<file path="src/rtl/sram_async_ctrl.sv">
// ---------------------------------------------------------------------------
// sram_async_ctrl
//
// Host-side initiator for a 128K x 8 asynchronous SRAM (AS6C1008-class).
// Takes single-byte read/write requests over a valid/ready handshake and
// sequences CE#/CE2/OE#/WE#, the address and the data bus using
// cycle-counted phases. The tristate DQ buffer lives at the top level and is
// controlled by sram_dq_oe.
//
// Parameters (cycle counts, values below 1 are treated as 1, above 15 as 15):
//   RD_WAIT   OE# low before read data is captured
//   WR_SETUP  address/data/CE# valid with WE# high before the WE# pulse
//   WR_PULSE  WE# low
//   WR_HOLD   WE# high again with address/data still held
//
// Ports:
//   clk, rst_n          clock, synchronous active-low reset
//   req_valid/req_ready request handshake (ready only while idle)
//   req_we              1 = write, 0 = read
//   req_addr/req_wdata  byte address and write data, latched on accept
//   rsp_valid/rsp_data  one-cycle read-data strobe, data held afterwards
//   sram_addr           A16..A0
//   sram_dq_out/_in     data towards / from the DQ pins
//   sram_dq_oe          1 = FPGA drives DQ
//   sram_ce_n/sram_ce2  chip enables (CE2 is always the inverse of CE#)
//   sram_oe_n/sram_we_n output enable and write enable strobes
// ---------------------------------------------------------------------------
module sram_async_ctrl #(
    parameter int RD_WAIT  = 1,
    parameter int WR_SETUP = 1,
    parameter int WR_PULSE = 1,
    parameter int WR_HOLD  = 1
) (
    input  logic        clk,
    input  logic        rst_n,
    input  logic        req_valid,
    output logic        req_ready,
    input  logic        req_we,
    input  logic [16:0] req_addr,
    input  logic [7:0]  req_wdata,
    output logic        rsp_valid,
    output logic [7:0]  rsp_data,
    output logic [16:0] sram_addr,
    output logic [7:0]  sram_dq_out,
    input  logic [7:0]  sram_dq_in,
    output logic        sram_dq_oe,
    output logic        sram_ce_n,
    output logic        sram_ce2,
    output logic        sram_oe_n,
    output logic        sram_we_n
);

    // Phase lengths clamped into what the 4-bit counter can represent.
    localparam int RdLen = (RD_WAIT  < 1) ? 1 : ((RD_WAIT  > 15) ? 15 : RD_WAIT);
    localparam int WsLen = (WR_SETUP < 1) ? 1 : ((WR_SETUP > 15) ? 15 : WR_SETUP);
    localparam int WpLen = (WR_PULSE < 1) ? 1 : ((WR_PULSE > 15) ? 15 : WR_PULSE);
    localparam int WhLen = (WR_HOLD  < 1) ? 1 : ((WR_HOLD  > 15) ? 15 : WR_HOLD);

    localparam logic [3:0] RdLoad = 4'(RdLen - 1);
    localparam logic [3:0] WsLoad = 4'(WsLen - 1);
    localparam logic [3:0] WpLoad = 4'(WpLen - 1);
    localparam logic [3:0] WhLoad = 4'(WhLen - 1);

    typedef enum logic [2:0] {
        IDLE,
        RD,
        WSETUP,
        WPULSE,
        WHOLD
    } state_t;

    state_t      state_q, state_d;
    logic [3:0]  cnt_q, cnt_d;
    logic [16:0] addr_q, addr_d;
    logic [7:0]  dqOut_q, dqOut_d;
    logic [7:0]  rspData_q, rspData_d;
    logic        rspValid_q, rspValid_d;
    logic        reqReady_q, reqReady_d;
    logic        ceN_q, ceN_d;
    logic        ce2_q;
    logic        oeN_q, oeN_d;
    logic        weN_q, weN_d;
    logic        dqOe_q, dqOe_d;

    // Next-state logic. Every phase loads the counter with its length minus
    // one on entry and moves on once the counter has run down to zero. The
    // pin-level outputs are then decoded from the *next* state so that the
    // registered strobes line up with the state they belong to, keeping
    // every output registered without adding a cycle of latency.
    always_comb begin
        state_d    = state_q;
        cnt_d      = cnt_q;
        addr_d     = addr_q;
        dqOut_d    = dqOut_q;
        rspData_d  = rspData_q;
        rspValid_d = 1'b0;

        case (state_q)
            IDLE: begin
                if (req_valid && reqReady_q) begin
                    addr_d  = req_addr;
                    dqOut_d = req_wdata;
                    if (req_we) begin
                        state_d = WSETUP;
                        cnt_d   = WsLoad;
                    end else begin
                        state_d = RD;
                        cnt_d   = RdLoad;
                    end
                end
            end
            RD: begin
                if (cnt_q == 4'd0) begin
                    state_d    = IDLE;
                    cnt_d      = 4'd0;
                    rspValid_d = 1'b1;
                    rspData_d  = sram_dq_in;
                end else begin
                    cnt_d = cnt_q - 4'd1;
                end
            end
            WSETUP: begin
                if (cnt_q == 4'd0) begin
                    state_d = WPULSE;
                    cnt_d   = WpLoad;
                end else begin
                    cnt_d = cnt_q - 4'd1;
                end
            end
            WPULSE: begin
                if (cnt_q == 4'd0) begin
                    state_d = WHOLD;
                    cnt_d   = WhLoad;
                end else begin
                    cnt_d = cnt_q - 4'd1;
                end
            end
            WHOLD: begin
                if (cnt_q == 4'd0) begin
                    state_d = IDLE;
                    cnt_d   = 4'd0;
                end else begin
                    cnt_d = cnt_q - 4'd1;
                end
            end
            default: begin
                state_d = IDLE;
                cnt_d   = 4'd0;
            end
        endcase

        reqReady_d = (state_d == IDLE);
        ceN_d      = (state_d == IDLE);
        oeN_d      = (state_d != RD);
        weN_d      = (state_d != WPULSE);
        dqOe_d     = (state_d == WSETUP) || (state_d == WPULSE) || (state_d == WHOLD);
    end

    // State and output registers. Reset forces every strobe inactive on the
    // same edge, so an interrupted WE# pulse ends immediately and an
    // in-flight read never raises rsp_valid.
    always_ff @(posedge clk) begin
        if (!rst_n) begin
            state_q    <= IDLE;
            cnt_q      <= 4'd0;
            addr_q     <= 17'd0;
            dqOut_q    <= 8'd0;
            rspData_q  <= 8'd0;
            rspValid_q <= 1'b0;
            reqReady_q <= 1'b0;
            ceN_q      <= 1'b1;
            ce2_q      <= 1'b0;
            oeN_q      <= 1'b1;
            weN_q      <= 1'b1;
            dqOe_q     <= 1'b0;
        end else begin
            state_q    <= state_d;
            cnt_q      <= cnt_d;
            addr_q     <= addr_d;
            dqOut_q    <= dqOut_d;
            rspData_q  <= rspData_d;
            rspValid_q <= rspValid_d;
            reqReady_q <= reqReady_d;
            ceN_q      <= ceN_d;
            ce2_q      <= ~ceN_d;
            oeN_q      <= oeN_d;
            weN_q      <= weN_d;
            dqOe_q     <= dqOe_d;
        end
    end

    assign req_ready   = reqReady_q;
    assign rsp_valid   = rspValid_q;
    assign rsp_data    = rspData_q;
    assign sram_addr   = addr_q;
    assign sram_dq_out = dqOut_q;
    assign sram_dq_oe  = dqOe_q;
    assign sram_ce_n   = ceN_q;
    assign sram_ce2    = ce2_q;
    assign sram_oe_n   = oeN_q;
    assign sram_we_n   = weN_q;

endmodule

</file>
<file path="config.mk">
export PLATFORM = sky130hd
export DESIGN_NAME = sram_async_ctrl
export DESIGN_NICKNAME = d
export VERILOG_FILES = /design/src/rtl/sram_async_ctrl.sv
export SDC_FILE = /design/constraint.sdc
export NUM_CORES = 1
export LEC_CHECK = 0
export CAP_MARGIN = 10
export CORE_UTILIZATION = 27
export CTS_BUF_LIST = sky130_fd_sc_hd__clkbuf_16
export DETAILED_ROUTE_END_ITERATION = 12
export GPL_ROUTABILITY_DRIVEN = 0
export SYNTH_ARGS = -nofsm -noshare
export SYNTH_HDL_FRONTEND = slang
export SYNTH_SLANG_ARGS = --single-unit
</file>
<file path="constraint.sdc">
create_clock -name clk -period 1.6 [get_ports clk]
set_input_delay 0.32 -clock clk [delete_from_list [all_inputs] [get_ports clk]]
set_output_delay 0.32 -clock clk [all_outputs]
set_load 0.02 [all_outputs]
</file>
# ---- Word-level counts from Yosys, hierarchy flattened
# Cells that the tools add are included.
dict set report classes {
  reduce_logical 11
  n_addsub 1
  eq_ne 10
  n_bitwise 1
  mux 10
}
# cell count
set ops {}
lappend ops {{$eq 3x2->1 const B} 4}
lappend ops {{$mux 3} 4}
lappend ops {{$pmux 3 s4} 1}
lappend ops {{$mux 4} 2}
lappend ops {{$pmux 4 s2} 1}
lappend ops {{$eq 3x3->1 const B} 2}
lappend ops {{$logic_not 3->1} 2}
lappend ops {{$reduce_and 2->1} 3}
lappend ops {{$logic_not 4->1} 1}
lappend ops {{$reduce_or 4->1} 1}
lappend ops {{$sub 4x1->4 const B} 1}
lappend ops {{$eq 3x1->1 const B} 1}
lappend ops {{$ne 3x1->1 const B} 1}
lappend ops {{$ne 3x2->1 const B} 1}
lappend ops {{$logic_or 1x1->1} 2}
lappend ops {{$mux 2} 1}
lappend ops {{$ne 2x2->1 const B} 1}
lappend ops {{$reduce_or 2->1} 1}
lappend ops {{$logic_and 1x1->1} 1}
lappend ops {{$mux 1} 1}
lappend ops {{$not 1->1} 1}
dict set report word_totals {
  output_inout_bits 40
  word_cells 45
  ff_bits 47
}

# ---- Longest topological paths before layout
# Gate-level depths: netlist of run 1.
dict set report logic_depth {
  word_depth 6
  depth_mapped 7
}

# ---- Worst setup path after synthesis of run 1
# OpenSTA, ideal clock, no wires.
dict set report synth_path {
  path_type {register to register}
  startpoint {register cnt_q[0]}
  endpoint {register rspData_q[0] (netlist: rsp_data[0])}
  path_slack_ns -0.128
  arrival_ns 1.600
  synth_period_minus_slack_ns 1.728
  stages_incl_launch_ff 8
  required_time_ns 1.472
  setup_time_ns 0.128
  cell_sequence {dfxtp_1 inv_1 ha_1 or3b_4 or3_1 buf_6 mux2i_1 nor2_1}
}
dict set report synth_between {
  elab_chain_cells 2
}
# element line
set synth_lines {}
lappend synth_lines {{from (decl)} 73} ;# logic [3:0] cnt_q, cnt_d;
lappend synth_lines {{from (signal assigned)} 178} ;# cnt_q <= cnt_d;
lappend synth_lines {{$logic_not 4->1} 113} ;# if (cnt_q == 4'd0) begin
lappend synth_lines {{$reduce_and 2->1 (no line)} -}
lappend synth_lines {{to (signal assigned)} 181} ;# rspData_q <= rspData_d;
lappend synth_lines {{to (decl)} 76} ;# logic [7:0] rspData_q, rspData_d;
# No other way between the ends.
# A chain may end at the register's enable or synchronous reset.

# ---- Worst setup path after layout of run 1
dict set report layout_path {
  startpoint {register cnt_q[1]}
  endpoint {register rspData_q[2] (netlist: rsp_data[2])}
}
# The elaborated chain is that of the path after synthesis.

==> results of run 1 <==
-- synth_stat cells --
master and count:
sky130_fd_sc_hd__nand2_1 54, sky130_fd_sc_hd__dfxtp_1 47, sky130_fd_sc_hd__a21oi_1 31, sky130_fd_sc_hd__nor2_1 14
sky130_fd_sc_hd__clkbuf_1 11, sky130_fd_sc_hd__mux2i_1 8, sky130_fd_sc_hd__inv_1 5, sky130_fd_sc_hd__or3_1 4
sky130_fd_sc_hd__nor3_1 3, sky130_fd_sc_hd__o21ai_0 3, sky130_fd_sc_hd__ha_1 2, sky130_fd_sc_hd__nand2b_1 2
sky130_fd_sc_hd__nand3_1 2, sky130_fd_sc_hd__nand3b_1 2, sky130_fd_sc_hd__nand4_1 2, sky130_fd_sc_hd__nor4_1 2
sky130_fd_sc_hd__or3_2 2, sky130_fd_sc_hd__a2111oi_0 1, sky130_fd_sc_hd__a221oi_1 1, sky130_fd_sc_hd__a31o_2 1
sky130_fd_sc_hd__a31oi_1 1, sky130_fd_sc_hd__and2_1 1, sky130_fd_sc_hd__and3_1 1, sky130_fd_sc_hd__buf_2 1
sky130_fd_sc_hd__buf_6 1, sky130_fd_sc_hd__clkbuf_2 1, sky130_fd_sc_hd__nor3b_1 1, sky130_fd_sc_hd__o21a_1 1
sky130_fd_sc_hd__o31a_1 1, sky130_fd_sc_hd__o31ai_1 1, sky130_fd_sc_hd__or3b_4 1, sky130_fd_sc_hd__xnor2_1 1
-- worst max-delay path: stages (launching register included) --
cell and delay (ns):
sky130_fd_sc_hd__dfxtp_2 0.32, sky130_fd_sc_hd__inv_2 0.07, sky130_fd_sc_hd__ha_4 0.13, sky130_fd_sc_hd__or3b_4 0.40, sky130_fd_sc_hd__or3_4 0.40, sky130_fd_sc_hd__mux2i_1 0.16, sky130_fd_sc_hd__nor2_1 0.05
-- kinds of logic (layout without fill, tap and decap cells) --
group           after synthesis  count (layout)  synth area share
flops                        47              47             0.533
buf+inv                      19             110            0.0460
fa+ha+maj                     2               2            0.0142
simple gates                 91              92             0.229
compound gates               41              41             0.128
mux                           8               8            0.0453
xor+xnor                      1               1           0.00496
-- sequential cells by signal, indices dropped and copies added (netlist names) --
register	flops
cnt_q	4
req_ready	1
rsp_data	8
rsp_valid	1
sram_addr	17
sram_ce2	1
sram_ce_n	1
sram_dq_oe	1
sram_dq_out	8
sram_oe_n	1
sram_we_n	1
state_q	3
-- power groups by stage --
stage	clock, uW	sequential (uW)	combinational [uW]
3_5_place_dp	0	1280	453
3_3_place_gp	0	1290	453
4_1_cts	1190	1260	457
6_report	1150	1260	451
5_1_grt	1240	1270	489
2_1_floorplan	0	1340	145
-- final timing paths --
kind	start	end
setup / recovery	cnt_q[1]	rsp_data[2]
hold / removal	sram_dq_out[4]	sram_dq_out[4]
setup reg to reg	cnt_q[1]	rsp_data[2]
hold reg to reg	sram_dq_out[4]	sram_dq_out[4]
-- routing by layer --
layer | track usage | vias up | part of all wire | routed length [microns]
met3 | 0.0467 | 4 | 0.073 | 322
met4 | 0.0423 | 0 | 0.0061 | 27
met1 | 0.144 | 768 | 0.44 | 1940
met2 | 0.223 | 50 | 0.48 | 2130
li1 | - | 880 | - | -
met5 | 0 | - | 0 | 0
-- final cells by class --
class | instances | area [sq um] | area share
Multi-Input combinational cell | 144 | 795 | 0.271
Tap cell | 77 | 96.3 | 0.0328
Inverter | 5 | 18.8 | 0.00639
Clock buffer | 5 | 125 | 0.0426
Sequential cell | 47 | 943 | 0.321
Timing Repair Buffer | 97 | 920 | 0.313
Clock inverter | 3 | 38.8 | 0.0132
-- through the flow --
step	utilization	TNS [ns]
floorplan	-	-0.435
global placement	0.432	-1.30
detailed placement	0.432	-1.50
CTS	0.461	-1.03
global route	0.462	-1.06
finish	0.462	-0.383
-- timing repair --
item,in CTS,in global routing
hold endpoints to repair,0,0
hold buffers,0,0
endpoints found under the setup margin,11,39
resized for setup,6,5
cloned,0,1
==> impl_metrics.env, run 1 <==
export IMPL_grt_start_max_net_pins=25
export IMPL_synth_largest_area_cell="sky130_fd_sc_hd__dfxtp_1"
export IMPL_r2r_cells=6
export IMPL_whs_ns=0.451
export IMPL_synth_largest_type_area_fraction=0.533
export IMPL_dp_worst_setup_slack_ns=-0.155
export IMPL_detail_route_vias_per_cell=4.50
export IMPL_internal_power_uw=2190
export IMPL_setup_ws_ns=-0.0575
export IMPL_clk_root_buffer_cell="sky130_fd_sc_hd__clkbuf_16"
export IMPL_placementRows=29
export IMPL_cts_buffers_inserted=5
export IMPL_place_detailed_instances=370
export IMPL_worstSetupStartpointType="register"
export IMPL_final_cell_area_sq_um=2940
export IMPL_clockPowerShare=0.402
export IMPL_dr_vias=1702
export IMPL_diodes=0
export IMPL_final_setup_skew_ns=0.00205
export IMPL_tightest_pin_transition_ns=0.358
export IMPL_cts_tree="built"
export IMPL_synthesis_nets=248
export IMPL_post_cts_setup_buffer_count=0
export IMPL_slew_headroom=0.755
export IMPL_fillcell_total=627
export IMPL_p_switching_uw=668
export IMPL_power_frac_comb=0.158
export IMPL_routed_wl_microns=4420
export IMPL_report_final_setup_viol=10
export IMPL_cp_data_required_time_ns=1.77
export IMPL_max_clock_path_buffers=2
export IMPL_min_period_ns=1.66
export IMPL_grt_setup_unrepaired="yes"
export IMPL_post_route_drc_count=0
export IMPL_synthesis_instances=209
export IMPL_cts_clk_slew_worst_paths_ns=0.06
export IMPL_syn_std_cell_area_sq_um=1770
export IMPL_maxClockFrequency_mhz=603
export IMPL_die_area_sq_um=6870
export IMPL_final_common_cell="sky130_fd_sc_hd__clkdlybuf4s50_1"
export IMPL_outcome="complete, but fails checks"
export IMPL_drtIter0Drc=51
export IMPL_most_common_layout_cells="sky130_fd_sc_hd__clkdlybuf4s50_1, sky130_fd_sc_hd__nand2_1, sky130_fd_sc_hd__dfxtp_1"
export IMPL_numClockSinks=47
export IMPL_htree_num_levels=2
export IMPL_dieWidth_microns=82.9
export IMPL_maxcap_viol_count=0
export IMPL_ios=77
export IMPL_synth_sequential_area_ratio=0.533
export IMPL_worst_setup_path_type="reg -> reg"
export IMPL_starting_density_of_the_core=0.278
export IMPL_leak_pwr_uw=0.00116
export IMPL_syn2layout_area_growth_pct=66.2
export IMPL_yosys_top_cells_area="sky130_fd_sc_hd__dfxtp_1, sky130_fd_sc_hd__nand2_1, sky130_fd_sc_hd__a21oi_1, sky130_fd_sc_hd__mux2i_1, sky130_fd_sc_hd__nor2_1"
export IMPL_final_nets=339
export IMPL_critPathArrivalTime_ns=1.82
export IMPL_timing_critical_path_fanout_max=5
export IMPL_power_per_cell_area_nw_per_um2=975
export IMPL_post_drt_wl_per_cell_microns=11.7
export IMPL_postSynthRegisterBits=47
export IMPL_global_route_overflow_total=0
export IMPL_r2r_setup_slack_ns=-0.06
export IMPL_slew_viol_final=0
export IMPL_port_buffers=76
export IMPL_end_kind="register"
export IMPL_first_global_vias=1629
export IMPL_grt_first_pass_wirelength_microns=7170
export IMPL_dp_final_hpwl_microns=3110
export IMPL_post_layout_nonfiller_instances=378
export IMPL_p_sw_frac=0.233
export IMPL_hp_class="reg -> reg"
export IMPL_chipHeight_microns=82.9
export IMPL_sequentialPowerShare=0.440
export IMPL_synth_area_per_cell_sq_um=8.45
export IMPL_drive_above_1_share=0.146
export IMPL_grt_usage=0.128
export IMPL_finalHoldViolCount=0
export IMPL_antenna_found_initial=0
export IMPL_synth_warnings=0
export IMPL_timing_hold_worst_path_depth=2
export IMPL_peakVddDrop_mv=0.671
export IMPL_failed_checks="negative setup slack"
export IMPL_core_region_area_sq_um=6350
export IMPL_post_dp_cell_area_sq_um=2740
export IMPL_yosys_cell_types_count=32
export IMPL_period_share=1.04
export IMPL_first_pass_iteration_count_of_the_detailed_router=4
export IMPL_p_total_uw=2860
export IMPL_drtAntennaViolNets=0
export IMPL_clock_insertion_delay_worst_skew_ns=0.28
Note: power is estimated with default switching activity, not from simulation.
==> inputs of run 2 (changes only) <==
Settings changed: CORE_MARGIN from default to 5.
==> impl_metrics.env, run 2 (synthesized netlist as in run 1, its figures left out) <==
export IMPL_outcome="complete, but fails checks"
export IMPL_failed_checks="negative setup slack"
export IMPL_antenna_found_initial=0
export IMPL_setup_ws_ns=-0.0779
export IMPL_first_global_vias=1633
export IMPL_hp_class="reg -> reg"
export IMPL_peakVddDrop_mv=0.415
export IMPL_post_dp_cell_area_sq_um=2740
export IMPL_worst_setup_path_type="reg -> reg"
export IMPL_r2r_setup_slack_ns=-0.08
export IMPL_drive_above_1_share=0.137
export IMPL_detail_route_vias_per_cell=4.50
export IMPL_grt_first_pass_wirelength_microns=7720
export IMPL_grt_setup_unrepaired="yes"
export IMPL_clk_root_buffer_cell="sky130_fd_sc_hd__clkbuf_16"
export IMPL_dieWidth_microns=90.9
export IMPL_worst_setup_path_startpoint="cnt_q[1]"
export IMPL_most_common_layout_cells="sky130_fd_sc_hd__clkdlybuf4s50_1, sky130_fd_sc_hd__nand2_1, sky130_fd_sc_hd__dfxtp_1"
export IMPL_port_buffers=76
export IMPL_cts_tree="built"
export IMPL_regToRegEndpoint="rsp_data[0]"
export IMPL_slew_headroom=0.742
export IMPL_chipHeight_microns=90.9
export IMPL_final_setup_skew_ns=0.00332
export IMPL_grt_usage=0.113
export IMPL_end_kind="register"
export IMPL_clock_insertion_delay_worst_skew_ns=0.28
export IMPL_tightest_pin_transition_ns=0.377
export IMPL_cp_data_required_time_ns=1.77
export IMPL_final_util=0.458
export IMPL_report_final_setup_viol=10
export IMPL_placementRows=29
export IMPL_fillcell_total=641
export IMPL_syn2layout_area_growth_pct=64.7
export IMPL_routed_wl_microns=4740
export IMPL_timing_critical_path_fanout_max=6
export IMPL_final_nets=338
export IMPL_flip_flop_count_of_the_largest_register_all_copies_and_words_added=17
export IMPL_final_cell_area_sq_um=2910
export IMPL_final_common_cell="sky130_fd_sc_hd__clkdlybuf4s50_1"
export IMPL_dp_final_hpwl_microns=3380
export IMPL_post_route_drc_count=0
export IMPL_leak_pwr_uw=0.00116
export IMPL_max_clock_path_buffers=2
export IMPL_diodes=0
export IMPL_cts_buffers_inserted=5
export IMPL_period_share=1.05
export IMPL_numClockSinks=47
export IMPL_critical_path_reg2reg_startpoint="cnt_q[1]"
export IMPL_ios=77
export IMPL_dr_vias=1691
export IMPL_grt_start_max_net_pins=40
export IMPL_slew_viol_final=0
export IMPL_post_drt_wl_per_cell_microns=12.6
export IMPL_min_period_ns=1.68
export IMPL_global_route_overflow_total=0
export IMPL_htree_num_levels=2
export IMPL_core_region_area_sq_um=6350
export IMPL_maxcap_viol_count=0
export IMPL_place_detailed_instances=368
export IMPL_worstSetupStartpointType="register"
export IMPL_finalHoldViolCount=0
export IMPL_critPathArrivalTime_ns=1.85
export IMPL_post_layout_nonfiller_instances=376
export IMPL_drtIter0Drc=69
export IMPL_timing_critical_path_to="rsp_data[0]"
export IMPL_power_per_cell_area_nw_per_um2=919
export IMPL_first_pass_iteration_count_of_the_detailed_router=4
export IMPL_die_area_sq_um=8260
export IMPL_starting_density_of_the_core=0.278
export IMPL_r2r_cells=6
export IMPL_cts_clk_slew_worst_paths_ns=0.06
export IMPL_drtAntennaViolNets=0
export IMPL_ctsHoldBuffers=0
export IMPL_maxClockFrequency_mhz=596
run 2: cell count changes in the layout (fill, tap and decap cells not counted):
cell | previous run | this run
sky130_fd_sc_hd__buf_12 | 0 | 1
sky130_fd_sc_hd__buf_4 | 21 | 19
sky130_fd_sc_hd__bufinv_16 | 1 | 0
sky130_fd_sc_hd__clkdlybuf4s50_1 | 74 | 73
sky130_fd_sc_hd__dlygate4sd2_1 | 1 | 0
sky130_fd_sc_hd__dlymetal6s2s_1 | 1 | 3
sky130_fd_sc_hd__nand2_1 | 53 | 54
sky130_fd_sc_hd__nand2_4 | 1 | 0
sky130_fd_sc_hd__nand3_1 | 1 | 2
sky130_fd_sc_hd__nand3_2 | 1 | 0
sky130_fd_sc_hd__o31ai_1 | 1 | 0
sky130_fd_sc_hd__o31ai_2 | 0 | 1
run 2: routing by layer:
layer / global-route usage / share of wire / up-vias
li1: - / - / 879
met1: 0.136 / 0.44 / 752
met2: 0.184 / 0.46 / 54
met3: 0.0508 / 0.087 / 6
met4: 0.0293 / 0.010 / 0
met5: 0 / 0 / -
run 2: per-stage QoR:
step	power (uW)	worst slack [ns]	hold slack [ns]	setup TNS [ns]
after floorplan	1490	-0.0545	0.442	-0.435
after global placement	1740	-0.159	0.441	-1.31
after detailed placement	1750	-0.154	0.446	-1.34
after CTS	2720	-0.134	0.454	-0.967
after global routing	2800	-0.136	0.464	-1.34
final	2680	-0.0779	0.450	-0.482
run 2: worst min path at each step:
stage	cells past startpoint	startpoint	to	slack, ns
final	2	sram_addr[2]	sram_addr[2]	0.45
after global placement	2	sram_addr[8]	sram_addr[8]	0.44
after CTS	2	sram_addr[8]	sram_addr[8]	0.45
after detailed placement	2	sram_dq_out[3]	sram_dq_out[3]	0.45
after floorplan	2	cnt_q[0]	cnt_q[0]	0.44
after global routing	2	sram_addr[8]	sram_addr[8]	0.46
run 2: what timing repair did:
action	CTS	global route
gates cloned	0	1
resized for setup	4	6
pin swaps	0	4
endpoints found under the setup margin	9	17
setup buffers	1	0
hold endpoints to repair	0	0
run 2: power by group:
part	leakage, uW	internal, uW	total (uW)	switching (uW)
registers	0.000383	1230	1260	32.6
logic	0.000709	243	456	213
clock network	0.0000671	561	959	397
total	0.00116	2030	2680	643
run 2: area by class of cell:
| type | count | area, sq um | share of cell area |
|---|---|---|---|
| flip-flops and latches | 47 | 943 | 0.324 |
| repair buffers | 96 | 931 | 0.320 |
| multi-input cells | 144 | 787 | 0.270 |
| clock buffers | 5 | 125 | 0.0430 |
| well taps | 77 | 96.3 | 0.0331 |
| inverters | 5 | 18.8 | 0.00645 |
| clock inverters | 2 | 8.76 | 0.00301 |
run 2: critical path: stages, from the launching register on:
cell and delay, ns:
sky130_fd_sc_hd__dfxtp_2 0.32, sky130_fd_sc_hd__inv_2 0.07, sky130_fd_sc_hd__ha_4 0.12, sky130_fd_sc_hd__or3b_4 0.40, sky130_fd_sc_hd__or3_4 0.40, sky130_fd_sc_hd__mux2i_1 0.19
sky130_fd_sc_hd__nor2_1 0.06
==> inputs of run 3 (changes only) <==
Settings changed: PLACE_DENSITY from default to 0.62.
==> impl_metrics.env, run 3 (synthesized netlist as in run 1, its figures left out) <==
export IMPL_outcome="complete, but fails checks"
export IMPL_failed_checks="negative setup slack"
export IMPL_detail_route_vias_per_cell=4.48
export IMPL_slew_viol_final=0
export IMPL_power_per_cell_area_nw_per_um2=953
export IMPL_global_route_overflow_total=0
export IMPL_end_kind="register"
export IMPL_period_share=1.07
export IMPL_final_cell_area_sq_um=3000
export IMPL_min_period_ns=1.71
export IMPL_grt_start_max_net_pins=15
export IMPL_die_area_sq_um=8260
export IMPL_post_route_drc_count=0
export IMPL_grt_first_pass_wirelength_microns=7950
export IMPL_grt_setup_unrepaired="yes"
export IMPL_drtAntennaViolNets=0
export IMPL_grt_usage=0.116
export IMPL_final_setup_skew_ns=0.00809
export IMPL_clock_insertion_delay_worst_skew_ns=0.28
export IMPL_finalHoldViolCount=0
export IMPL_cts_buffers_inserted=5
export IMPL_final_common_cell="sky130_fd_sc_hd__clkdlybuf4s50_1"
export IMPL_placementRows=29
export IMPL_timing_critical_path_cells="inv_2 -> ha_4 -> or3b_4 -> or3_4 -> buf_6 -> mux2i_1 -> nor2_1"
export IMPL_most_common_layout_cells="sky130_fd_sc_hd__clkdlybuf4s50_1, sky130_fd_sc_hd__nand2_1, sky130_fd_sc_hd__dfxtp_1"
export IMPL_htree_num_levels=2
export IMPL_cp_data_required_time_ns=1.78
export IMPL_clk_root_buffer_cell="sky130_fd_sc_hd__clkbuf_16"
export IMPL_ios=77
export IMPL_timing_critical_path_fanout_max=5
export IMPL_tightest_pin_transition_ns=0.387
export IMPL_core_region_area_sq_um=6350
export IMPL_fillcell_total=608
export IMPL_numClockSinks=47
export IMPL_report_final_setup_viol=10
export IMPL_dr_vias=1708
export IMPL_dieWidth_microns=90.9
export IMPL_multi_input_comb_area_sq_um=815
export IMPL_whs_ns=0.451
export IMPL_first_pass_iteration_count_of_the_detailed_router=3
export IMPL_flip_flop_count_of_the_largest_register_all_copies_and_words_added=17
export IMPL_syn2layout_area_growth_pct=70.0
export IMPL_final_nets=343
export IMPL_worstSetupStartpointType="register"
export IMPL_post_dp_cell_area_sq_um=2730
export IMPL_chipHeight_microns=90.9
export IMPL_place_detailed_instances=369
export IMPL_critPathArrivalTime_ns=1.89
export IMPL_routed_wl_microns=4770
export IMPL_starting_density_of_the_core=0.278
export IMPL_drive_above_1_share=0.164
export IMPL_maxcap_viol_count=0
export IMPL_hp_class="reg -> reg"
export IMPL_worst_setup_path_startpoint="cnt_q[1]"
export IMPL_drtIter0Drc=53
export IMPL_max_stage_delay_cell_worst_path="sky130_fd_sc_hd__or3b_4"
export IMPL_slew_headroom=0.736
export IMPL_setup_ws_ns=-0.109
export IMPL_max_clock_path_buffers=2
export IMPL_dp_final_hpwl_microns=3480
export IMPL_port_buffers=76
export IMPL_cts_tree="built"
export IMPL_hold_start="sram_addr[6]"
export IMPL_antenna_found_initial=0
export IMPL_first_global_vias=1666
export IMPL_critical_path_reg2reg_startpoint="cnt_q[1]"
export IMPL_sequential_cell_area_sq_um=943
export IMPL_post_drt_wl_per_cell_microns=12.5
export IMPL_worst_setup_path_type="reg -> reg"
export IMPL_peakVddDrop_mv=0.450
export IMPL_post_layout_nonfiller_instances=381
export IMPL_cts_clk_slew_worst_paths_ns=0.06
export IMPL_maxClockFrequency_mhz=585
export IMPL_critPathMaxStageDelay_ns=0.38
export IMPL_diodes=0
export IMPL_leak_pwr_uw=0.00124
## run 3: final cells by class
| cell class | count | area share |
|---|---|---|
| repair buffers | 102 | 0.324 |
| flip-flops and latches | 47 | 0.314 |
| multi-input cells | 143 | 0.271 |
| clock buffers | 5 | 0.0416 |
| well taps | 77 | 0.0321 |
| clock inverters | 2 | 0.0112 |
| inverters | 5 | 0.00625 |
## run 3: per-stage QoR
| stage | utilization | worst slack (ns) | setup TNS [ns] | total power [uW] |
|---|---|---|---|---|
| global route | 0.473 | -0.181 | -1.88 | 3010 |
| floorplan | - | -0.0545 | -0.435 | 1490 |
| global placement | 0.431 | -0.143 | -1.13 | 1740 |
| finish | 0.473 | -0.109 | -0.919 | 2860 |
| detailed placement | 0.431 | -0.134 | -1.20 | 1740 |
| CTS | 0.461 | -0.111 | -0.926 | 2900 |
## run 3: power by group
part / internal (uW) / total (uW) / switching, uW / leakage (uW)
clock network: 723 / 1140 / 413 / 0.0000811
registers: 1230 / 1260 / 33.7 / 0.000383
logic: 248 / 466 / 217 / 0.000775
## run 3: worst max-delay path: cells and delay by family (launching register included)
kind / cells / cell delay (ns)
and+or+nand+nor: 3 / 0.80
DFF: 1 / 0.32
buffers and inverters: 2 / 0.22
muxes: 1 / 0.14
adders and majority gates: 1 / 0.13
## run 3: final timing paths
kind	endpoint	slack [ns]	depth (start not counted)
setup / recovery	rsp_data[3]	-0.11	7
hold / removal	sram_addr[6]	0.45	2
setup reg to reg	rsp_data[3]	-0.11	7
hold reg to reg	sram_addr[6]	0.45	2
## run 3: what timing repair did
item	CTS	global route
hold buffers	0	0
resized for setup	6	14
setup endpoints to repair	10	19
cloned	1	0
pin swaps	1	7
setup buffers	2	2
## run 3: per-layer routing
layer,global-route usage,vias to the layer above,part of all wire
met1,0.144,771,0.44
met2,0.185,48,0.47
li1,-,885,-
met4,0.0330,0,0.0048
met3,0.0475,4,0.077
met5,0,-,0
